==> src/rtl/bfly_lanes_pipe.sv <==
`default_nettype none
`timescale 1ns/1ps
// bfly_lanes_pipe: LANES parallel modular butterflies (CT, GS, add/sub, mult) mod Q
// sharing one stallable control path; fixed latency MUL_LAT+2 for every mode.
module bfly_lanes_pipe #(
  parameter int DW      = 12,
  parameter int Q       = 3329,
  parameter int LANES   = 2,
  parameter int MUL_LAT = 3
) (
  input  logic                clk,
  input  logic                rst,
  input  logic                in_valid,
  output logic                in_ready,
  input  logic [1:0]          mode,
  input  logic [LANES*DW-1:0] a,
  input  logic [LANES*DW-1:0] b,
  input  logic [LANES*DW-1:0] w,
  output logic                out_valid,
  input  logic                out_ready,
  output logic [LANES*DW-1:0] e,
  output logic [LANES*DW-1:0] o,
  output logic [1:0]          out_mode,
  output logic                range_err,
  input  logic                clr_err
);

  localparam logic [1:0] MODE_CT  = 2'b00;
  localparam logic [1:0] MODE_GS  = 2'b01;
  localparam logic [1:0] MODE_AS  = 2'b10;
  localparam logic [1:0] MODE_MUL = 2'b11;

  localparam logic [DW:0]     QX = (DW+1)'(Q);
  localparam logic [2*DW-1:0] QP = (2*DW)'(Q);

  function automatic logic [DW-1:0] mod_add(input logic [DW-1:0] x, input logic [DW-1:0] y);
    logic [DW:0] s;
    s = {1'b0, x} + {1'b0, y};
    if (s >= QX) s = s - QX;
    return DW'(s);
  endfunction

  function automatic logic [DW-1:0] mod_sub(input logic [DW-1:0] x, input logic [DW-1:0] y);
    logic [DW:0] d;
    if (x >= y) d = {1'b0, x} - {1'b0, y};
    else        d = {1'b0, x} + QX - {1'b0, y};
    return DW'(d);
  endfunction

  // Multiply by inv2 without a multiplier: make the value even by adding Q, then shift.
  function automatic logic [DW-1:0] mod_half(input logic [DW-1:0] x);
    logic [DW:0] t;
    t = x[0] ? ({1'b0, x} + QX) : {1'b0, x};
    return DW'(t >> 1);
  endfunction

  logic               accept;
  logic [LANES-1:0]   lane_bad;
  logic               v1;
  logic [1:0]         m1;
  logic [MUL_LAT-1:0] vm;
  logic [1:0]         mm [MUL_LAT];
  logic               vc;
  logic [1:0]         mc;

  // Global stall: the whole pipe advances only when the output slot can move.
  assign in_ready = out_ready || !out_valid;
  assign accept   = in_valid && in_ready;

  always_ff @(posedge clk or posedge rst) begin
    if (rst) begin
      v1        <= 1'b0;
      m1        <= '0;
      vm        <= '0;
      for (int k = 0; k < MUL_LAT; k++) mm[k] <= '0;
      vc        <= 1'b0;
      mc        <= '0;
      out_valid <= 1'b0;
      out_mode  <= '0;
    end else if (in_ready) begin
      v1    <= in_valid;
      m1    <= mode;
      vm[0] <= v1;
      mm[0] <= m1;
      for (int k = 1; k < MUL_LAT; k++) begin
        vm[k] <= vm[k-1];
        mm[k] <= mm[k-1];
      end
      vc        <= vm[MUL_LAT-1];
      mc        <= mm[MUL_LAT-1];
      out_valid <= vc;
      out_mode  <= mc;
    end
  end

  // A new violation takes priority over a concurrent clear.
  always_ff @(posedge clk or posedge rst) begin
    if (rst)                      range_err <= 1'b0;
    else if (accept && |lane_bad) range_err <= 1'b1;
    else if (clr_err)             range_err <= 1'b0;
  end

  for (genvar i = 0; i < LANES; i++) begin : g_lane
    logic [DW-1:0]   ai, bi, wi, sum_in, dif_in;
    logic [DW-1:0]   a1, s1, d1, x1, w1;
    logic [2*DW-1:0] prod;
    logic [DW-1:0]   mp [MUL_LAT];
    logic [DW-1:0]   ad [MUL_LAT];
    logic [DW-1:0]   sd [MUL_LAT];
    logic [DW-1:0]   dd [MUL_LAT];
    logic [DW-1:0]   pm, am, ce, co, ce_r, co_r, e_r, o_r;

    assign ai     = a[i*DW +: DW];
    assign bi     = b[i*DW +: DW];
    assign wi     = w[i*DW +: DW];
    assign sum_in = mod_add(ai, bi);
    assign dif_in = mod_sub(ai, bi);

    assign lane_bad[i] = ({1'b0, bi} >= QX)
                       | ((mode != MODE_MUL) && ({1'b0, ai} >= QX))
                       | ((mode != MODE_AS)  && ({1'b0, wi} >= QX));

    // The single multiplier sees (a-b) for GS and b for every other mode.
    always_ff @(posedge clk or posedge rst) begin
      if (rst) begin
        a1 <= '0;
        s1 <= '0;
        d1 <= '0;
        x1 <= '0;
        w1 <= '0;
      end else if (in_ready) begin
        a1 <= ai;
        s1 <= sum_in;
        d1 <= dif_in;
        x1 <= (mode == MODE_GS) ? dif_in : bi;
        w1 <= wi;
      end
    end

    assign prod = {{DW{1'b0}}, x1} * {{DW{1'b0}}, w1};

    always_ff @(posedge clk or posedge rst) begin
      if (rst) begin
        for (int k = 0; k < MUL_LAT; k++) begin
          mp[k] <= '0;
          ad[k] <= '0;
          sd[k] <= '0;
          dd[k] <= '0;
        end
      end else if (in_ready) begin
        mp[0] <= DW'(prod % QP);
        ad[0] <= a1;
        sd[0] <= s1;
        dd[0] <= d1;
        for (int k = 1; k < MUL_LAT; k++) begin
          mp[k] <= mp[k-1];
          ad[k] <= ad[k-1];
          sd[k] <= sd[k-1];
          dd[k] <= dd[k-1];
        end
      end
    end

    assign pm = mp[MUL_LAT-1];
    assign am = ad[MUL_LAT-1];

    always_comb begin
      ce = pm;
      co = '0;
      case (mm[MUL_LAT-1])
        MODE_CT: begin
          ce = mod_add(am, pm);
          co = mod_sub(am, pm);
        end
        MODE_GS: begin
          ce = sd[MUL_LAT-1];
          co = pm;
        end
        MODE_AS: begin
          ce = sd[MUL_LAT-1];
          co = dd[MUL_LAT-1];
        end
        default: begin
          ce = pm;
          co = '0;
        end
      endcase
    end

    always_ff @(posedge clk or posedge rst) begin
      if (rst) begin
        ce_r <= '0;
        co_r <= '0;
        e_r  <= '0;
        o_r  <= '0;
      end else if (in_ready) begin
        ce_r <= ce;
        co_r <= co;
        e_r  <= (mc == MODE_GS) ? mod_half(ce_r) : ce_r;
        o_r  <= (mc == MODE_GS) ? mod_half(co_r) : co_r;
      end
    end

    assign e[i*DW +: DW] = e_r;
    assign o[i*DW +: DW] = o_r;
  end

endmodule
`default_nettype wire

==> config.mk <==
export PLATFORM = sky130hd
export DESIGN_NAME = bfly_lanes_pipe
export DESIGN_NICKNAME = d
export VERILOG_FILES = /design/src/rtl/bfly_lanes_pipe.sv
export SDC_FILE = /design/constraint.sdc
export NUM_CORES = 2
export LEC_CHECK = 0
export CORE_ASPECT_RATIO = 0.75
export CORE_MARGIN = 4
export CORE_UTILIZATION = 33
export CTS_BUF_LIST = sky130_fd_sc_hd__clkbuf_8 sky130_fd_sc_hd__clkbuf_16
export DETAILED_ROUTE_END_ITERATION = 12
export DONT_BUFFER_PORTS = 1
export GPL_TIMING_DRIVEN = 0
export PLACE_DENSITY = 0.51
export SETUP_SLACK_MARGIN = 0.2
export SLEW_MARGIN = 20
export SYNTH_ARGS = -nofsm -noshare
export SYNTH_HDL_FRONTEND = slang
export SYNTH_SLANG_ARGS = --single-unit
==> constraint.sdc <==
create_clock -name clk -period 21.3 [get_ports clk]
set_clock_uncertainty 0.2 [all_clocks]
set_input_delay 4.26 -clock clk [delete_from_list [all_inputs] [get_ports clk]]
set_output_delay 4.26 -clock clk [all_outputs]
set_load 0.01 [all_outputs]
After elaboration in Yosys (flattened, before gate mapping)
Index checks and enable logic that the tools add are counted.
{"block": "word_totals", "register_bits": 523, "inputBits": 79, "output_inout_bits": 53, "elab_cells": 141}
{"block": "classes", "n_addsub": 24, "n_mul": 2, "div_mod_pow": 2, "order_cmp": 14, "n_eq_ne": 6, "mux": 24, "n_bitwise": 4, "n_reduce_logical": 12}
{"operator": "$mux W12", "n": 14}
{"operator": "$sub A12 B12 Y12", "n": 8}
{"operator": "$ge A12 B12 Y1 const B", "n": 6}
{"operator": "$pmux W12 S3", "n": 2}
{"operator": "$add A12 B12 Y13", "n": 4}
{"operator": "$add A12 B12 Y13 const B", "n": 4}
{"operator": "$ge A13 B12 Y1 const B", "n": 4}
{"operator": "$mux W13", "n": 4}
{"operator": "$add A12 B12 Y12 const B", "n": 4}
{"operator": "$ge A12 B12 Y1", "n": 4}
{"operator": "$mod A24 B12 Y24 const B", "n": 2}
{"operator": "$mul A12 B12 Y24", "n": 2}
{"operator": "$pmux W12 S2", "n": 2}
{"operator": "$sub A12 B12 Y12 const B", "n": 4}
{"operator": "$eq A2 B1 Y1 const B", "n": 3}
{"operator": "$logic_and A1 B1 Y1", "n": 6}
{"operator": "$ne A2 B2 Y1 const B", "n": 2}
{"operator": "$or A1 B1 Y1", "n": 4}
{"operator": "$reduce_or A2 Y1", "n": 2}
{"operator": "$eq A2 B2 Y1 const B", "n": 1}
{"operator": "$logic_not A2 Y1", "n": 1}
{"operator": "$mux W1", "n": 2}
{"operator": "$reduce_bool A2 Y1", "n": 1}
{"operator": "$logic_not A1 Y1", "n": 1}
{"operator": "$logic_or A1 B1 Y1", "n": 1}

Depth between registers and ports, before layout
{"block": "logic_depth", "word_depth": 7, "mapped_depth": 77, "mapped_depth_nobuf": 65}

Worst setup path before layout
No wires, ideal clock.
{"block": "synth_path", "path_type": "flip-flop to flip-flop", "start": "register g_lane[0].w1[5]", "end": "register g_lane[0].mp[27] (netlist name)", "setup_ns": 0.126, "arrival_time_ns": 17.397, "required_time_ns": 20.974, "slack_ns": 3.577, "stages_incl_launch_ff": 72, "n_path_buf": 7, "synth_period_minus_slack_ns": 17.723, "path_cell_list": "dfrtp_1 -> clkbuf_1 -> nand2_1 -> fa_1 -> inv_1 -> fa_1 -> inv_1 -> fa_1 -> inv_1 -> fa_1 -> inv_1 -> fa_1 -> inv_1 -> ha_1 -> a21oi_2 -> o211ai_2 -> nand4_1 -> nand2_1 -> [... 36 more ...] -> a21oi_1 -> nor2_2 -> xnor2_1 -> inv_1 -> ha_1 -> nand2b_1 -> nand4bb_1 -> or3_4 -> a21boi_4 -> buf_1 -> xnor2_1 -> ha_1 -> nand2_1 -> o41ai_1 -> o211ai_1 -> a21oi_1 -> a211oi_1 -> o32a_1"}
{"block": "synth_via", "elab_chain_len": 2}
{"item": "start: declaration", "line_no": "105", "text": "logic [DW-1:0] a1, s1, d1, x1, w1;"}
{"item": "start signal: assignment", "line_no": "136", "text": "w1 <= wi;"}
{"item": "$mul A12 B12 Y24", "line_no": "140", "text": "assign prod = {{DW{1'b0}}, x1} * {{DW{1'b0}}, w1};"}
{"item": "$mod A24 B12 Y24", "line_no": "151", "text": "mp[0] <= DW'(prod % QP);"}
{"item": "end signal: indexed assignment", "line_no": "156", "text": "mp[k] <= mp[k-1];"}
{"item": "end: declaration", "line_no": "107", "text": "logic [DW-1:0] mp [MUL_LAT];"}
Every way passes these cells.
A chain may end at the register's enable or synchronous reset.

Final worst setup path
{"block": "layout_path", "start": "register g_lane[0].w1[4]", "end": "register g_lane[0].mp[27] (netlist name)"}
Same word-level chain as after synthesis.

==> impl_results.md <==
- Status: complete, no violations
- Distinct cells, synth: 133
- Final-report hold violation count: 0
- CP Data Required Time: 21.62 ns
- Die W: 461.8 µm
- Die height: 348.4 µm
- Seq/Total Area, Yosys: 25.68%
- Post-synth EDFFs: 0
- Cells after DPL: 8565
- CP max-delay cell: or4b_1
- Core box area: 153000 µm²
- Hold Slack: 0.2595 ns
- Min-delay worst type: reg2reg
- Clock Tree Buf Depth: 3
- Total Routing Usage GR: 21.59%
- Max_slew headroom: 20.95%
- Ys Warns: 0
- Synth-to-Final Area Change: 10.67%
- Post-DP HPWL: 143400 µm
- Ratio of cells with drive above 1 in the final layout: 6.576%
- Final worst slack: 1.410 ns
- Synthesized instance count: 6542
- Clk root buf: clkbuf_16
- Setup violators final: 0
- Place WS: -0.4454 ns
- Io pins: 132
- Min cycle time layout: 19.89 ns
- Seq cells post-synth: 523
- Fillers: 16095
- Worst-path fanout max: 10
- Syn_area_per_cell: 7.792 µm²
- Synth Cell Area: 50970 µm²
- Global-route wire length before repair: 274400 µm
- Residual DRC: 0
- CTS sink cnt: 523
- Final period util: 93.38%
- Worst-margin pin slew: 1.186 ns
- Vias per inst: 5.514
- Nets@finish: 7241
- Vias in the first global route: 44803
- RSZ-0062 raised after global routing: false
- Area of the multi-input gates: 35570 µm²
- Hold buffer count at cts: 0
- H-tree depth: 2
- CTS tree: done
- Ys async rst share: 100.0%
- Fmax: 0.05028 GHz
- Starting density of the core: 33.32%
- Max Slew Vio Count: 0
- Iteration-0 DRC Markers: 4917
- Die area: 160900 µm²
- Critical path startpoint category: flop
- Detailed Routing Iterations Pass 1: 6
- Met3 routed WL: 13890 µm
- Critical path endpoint category: flop
- Gpl congestion: 0.9340
- Worst-skew pair later-pin latency: 0.63 ns
- Port bufs: 0
- Largest area contributor in the netlist: dfrtp_1
- Largest net degree at the start of global routing: 100
- CTS Buf Count: 50
- Via count: 47927
- Yosys top cell area share: 25.68%
- Reg clk slew, reported paths: 0.08 ns
- Site row count: 124
- Avg WL per Cell: 20.48 µm
- Final WL: 178000 µm
- Register area: 13090 µm²
- CP most frequent cell: inv_1
- Initial antenna violation count: 10
- Top cells by area, synth: dfrtp_1, nand2_1, fa_1
- WL met1: 91620 µm
- Net Count, Synth: 7161
- Setup Crit Path Kind: reg2reg
- Ys flop type: dfrtp_1
- ANT nets after route: 0
- Maxcap violations: 0
- Worst EP arrival: 20.21 ns
- DR WL met2: 69140 µm
- Crit path largest cell delay: 0.55 ns
- GRT overflow: 0
- Top sig layer: met5
- Final Instance Count excl. Fillers: 8692
## cell usage after synthesis, types with 27 or more instances
cell	count
or2_2	32
o22ai_1	30
and2_1	143
nand4_1	52
fa_1	240
nand3_1	125
mux2i_1	38
o21a_1	35
a21o_1	64
nand2_1	1493
a21oi_1	355
xnor2_1	244
dfrtp_1	523
xor2_1	128
and3_1	36
o211ai_1	50
a211o_1	29
inv_1	466
ha_1	300
a31oi_1	71
o21ai_1	35
o21bai_1	38
or3_1	49
nor3_1	98
nand2b_1	41
buf_2	27
clkbuf_1	274
nor2_1	517
o31ai_1	28
nor4_1	41
o21ai_0	365
a211oi_1	48
## critical path: cells and delay by family (launching register included)
| family | cells | cell delay, ns |
|---|---|---|
| buffers and inverters | 14 | 2.14 |
| XOR/XNOR | 4 | 0.87 |
| AND/OR/NAND/NOR | 16 | 4.49 |
| multiplexers | 2 | 0.78 |
| AO/OA/AOI/OAI | 28 | 7.38 |
| adder cells (fa/ha/maj) | 8 | 3.36 |
| flip-flops | 1 | 0.51 |
## area by class of cell
| cell class | instances | share of cell area (%) |
|---|---|---|
| multi-input combinational | 5230 | 63.06 |
| sequential | 523 | 23.20 |
| tap | 2016 | 4.472 |
| inverter | 468 | 3.127 |
| clock buffer | 60 | 2.462 |
| buffer | 319 | 2.336 |
| clock inverter | 31 | 0.6454 |
| timing repair buffer | 30 | 0.6255 |
| antenna | 15 | 0.06654 |
## flip-flops by register name, indices dropped and copies added (netlist names), 3 cells and up
name,cells
g_lane.mp,48
vm,3
g_lane.s1,24
g_lane.pm,24
g_lane.co_r,24
g_lane.ad,48
g_lane.am,24
g_lane.a1,24
g_lane.sd,72
g_lane.w1,24
g_lane.dd,72
g_lane.x1,24
g_lane.o_r,24
mm,6
g_lane.d1,24
g_lane.ce_r,24
g_lane.e_r,24
## per-layer routing
metal | up-vias | GRT usage (%)
li1 | 22533 | -
met1 | 23672 | 35.68
met2 | 1587 | 28.88
met3 | 127 | 3.474
met4 | 8 | 3.900
met5 | - | 0
## logic make-up after synthesis
| family | count (synthesis) | synth area share, % |
|---|---|---|
| buffers and inverters | 789 | 5.928 |
| flip-flops | 523 | 25.68 |
| AND/OR/NAND/NOR | 2747 | 23.93 |
| multiplexers | 60 | 1.244 |
| adder cells (fa/ha/maj) | 543 | 16.85 |
| AO/OA/AOI/OAI | 1503 | 19.80 |
| XOR/XNOR | 377 | 6.576 |
## stage by stage
stage / TNS (ns) / instance area, µm² / util, %
floorplan: 0 / 50970 / -
global placement: -2318.91 / 53500 / 34.97
detailed placement: -5.011 / 53690 / 35.09
CTS: 0 / 55520 / 36.29
global route: 0 / 56390 / 36.86
finish: 0 / 56410 / 36.88
## worst paths after layout
kind	cells past startpoint	slack, ns	end	start
min in group asynchronous	1	3.21	g_lane[1].sd[23]	rst
max in group asynchronous	4	16.19	g_lane[1].ad[25]	rst
worst max register to register	72	1.41	g_lane[0].mp[27]	g_lane[0].w1[4]
worst max-delay path	72	1.41	g_lane[0].mp[27]	g_lane[0].w1[4]
worst min register to register	2	0.26	g_lane[0].dd[30]	g_lane[0].d1[6]
worst min-delay path	2	0.26	g_lane[0].dd[30]	g_lane[0].d1[6]
## placed cells by master, fill, tap and decap left out, types with 29 or more instances in the layout
cell type  count
o21ai_0      362
mux2i_1       34
nand2b_1      41
clkbuf_16     50
clkbuf_1     231
and3_1        36
a21o_1        64
or2_2         32
nor4_1        36
o211ai_1      50
nand4_1       52
and2_1       143
nand2_1     1493
or3_1         49
a211oi_1      43
a211o_1       29
a31oi_1       70
xor2_1       124
clkbuf_2      38
nand3_1      123
o21a_1        35
nor3_1        92
inv_1        472
a21oi_1      348
o21bai_1      38
fa_1         240
ha_1         300
nor2_1       513
xnor2_1      234
dfrtp_1      522
o21ai_1       35
## repair_timing
| item | CTS | global route |
|---|---|---|
| gates cloned | 0 | 0 |
| setup buffers | 0 | 23 |
| endpoints found under the setup margin | 24 | 24 |
| pin swaps | 0 | 14 |
| resized for setup | 16 | 180 |
Power is not shown: default switching activity piles up to over one toggle a cycle in this logic, so the estimate is an artifact.
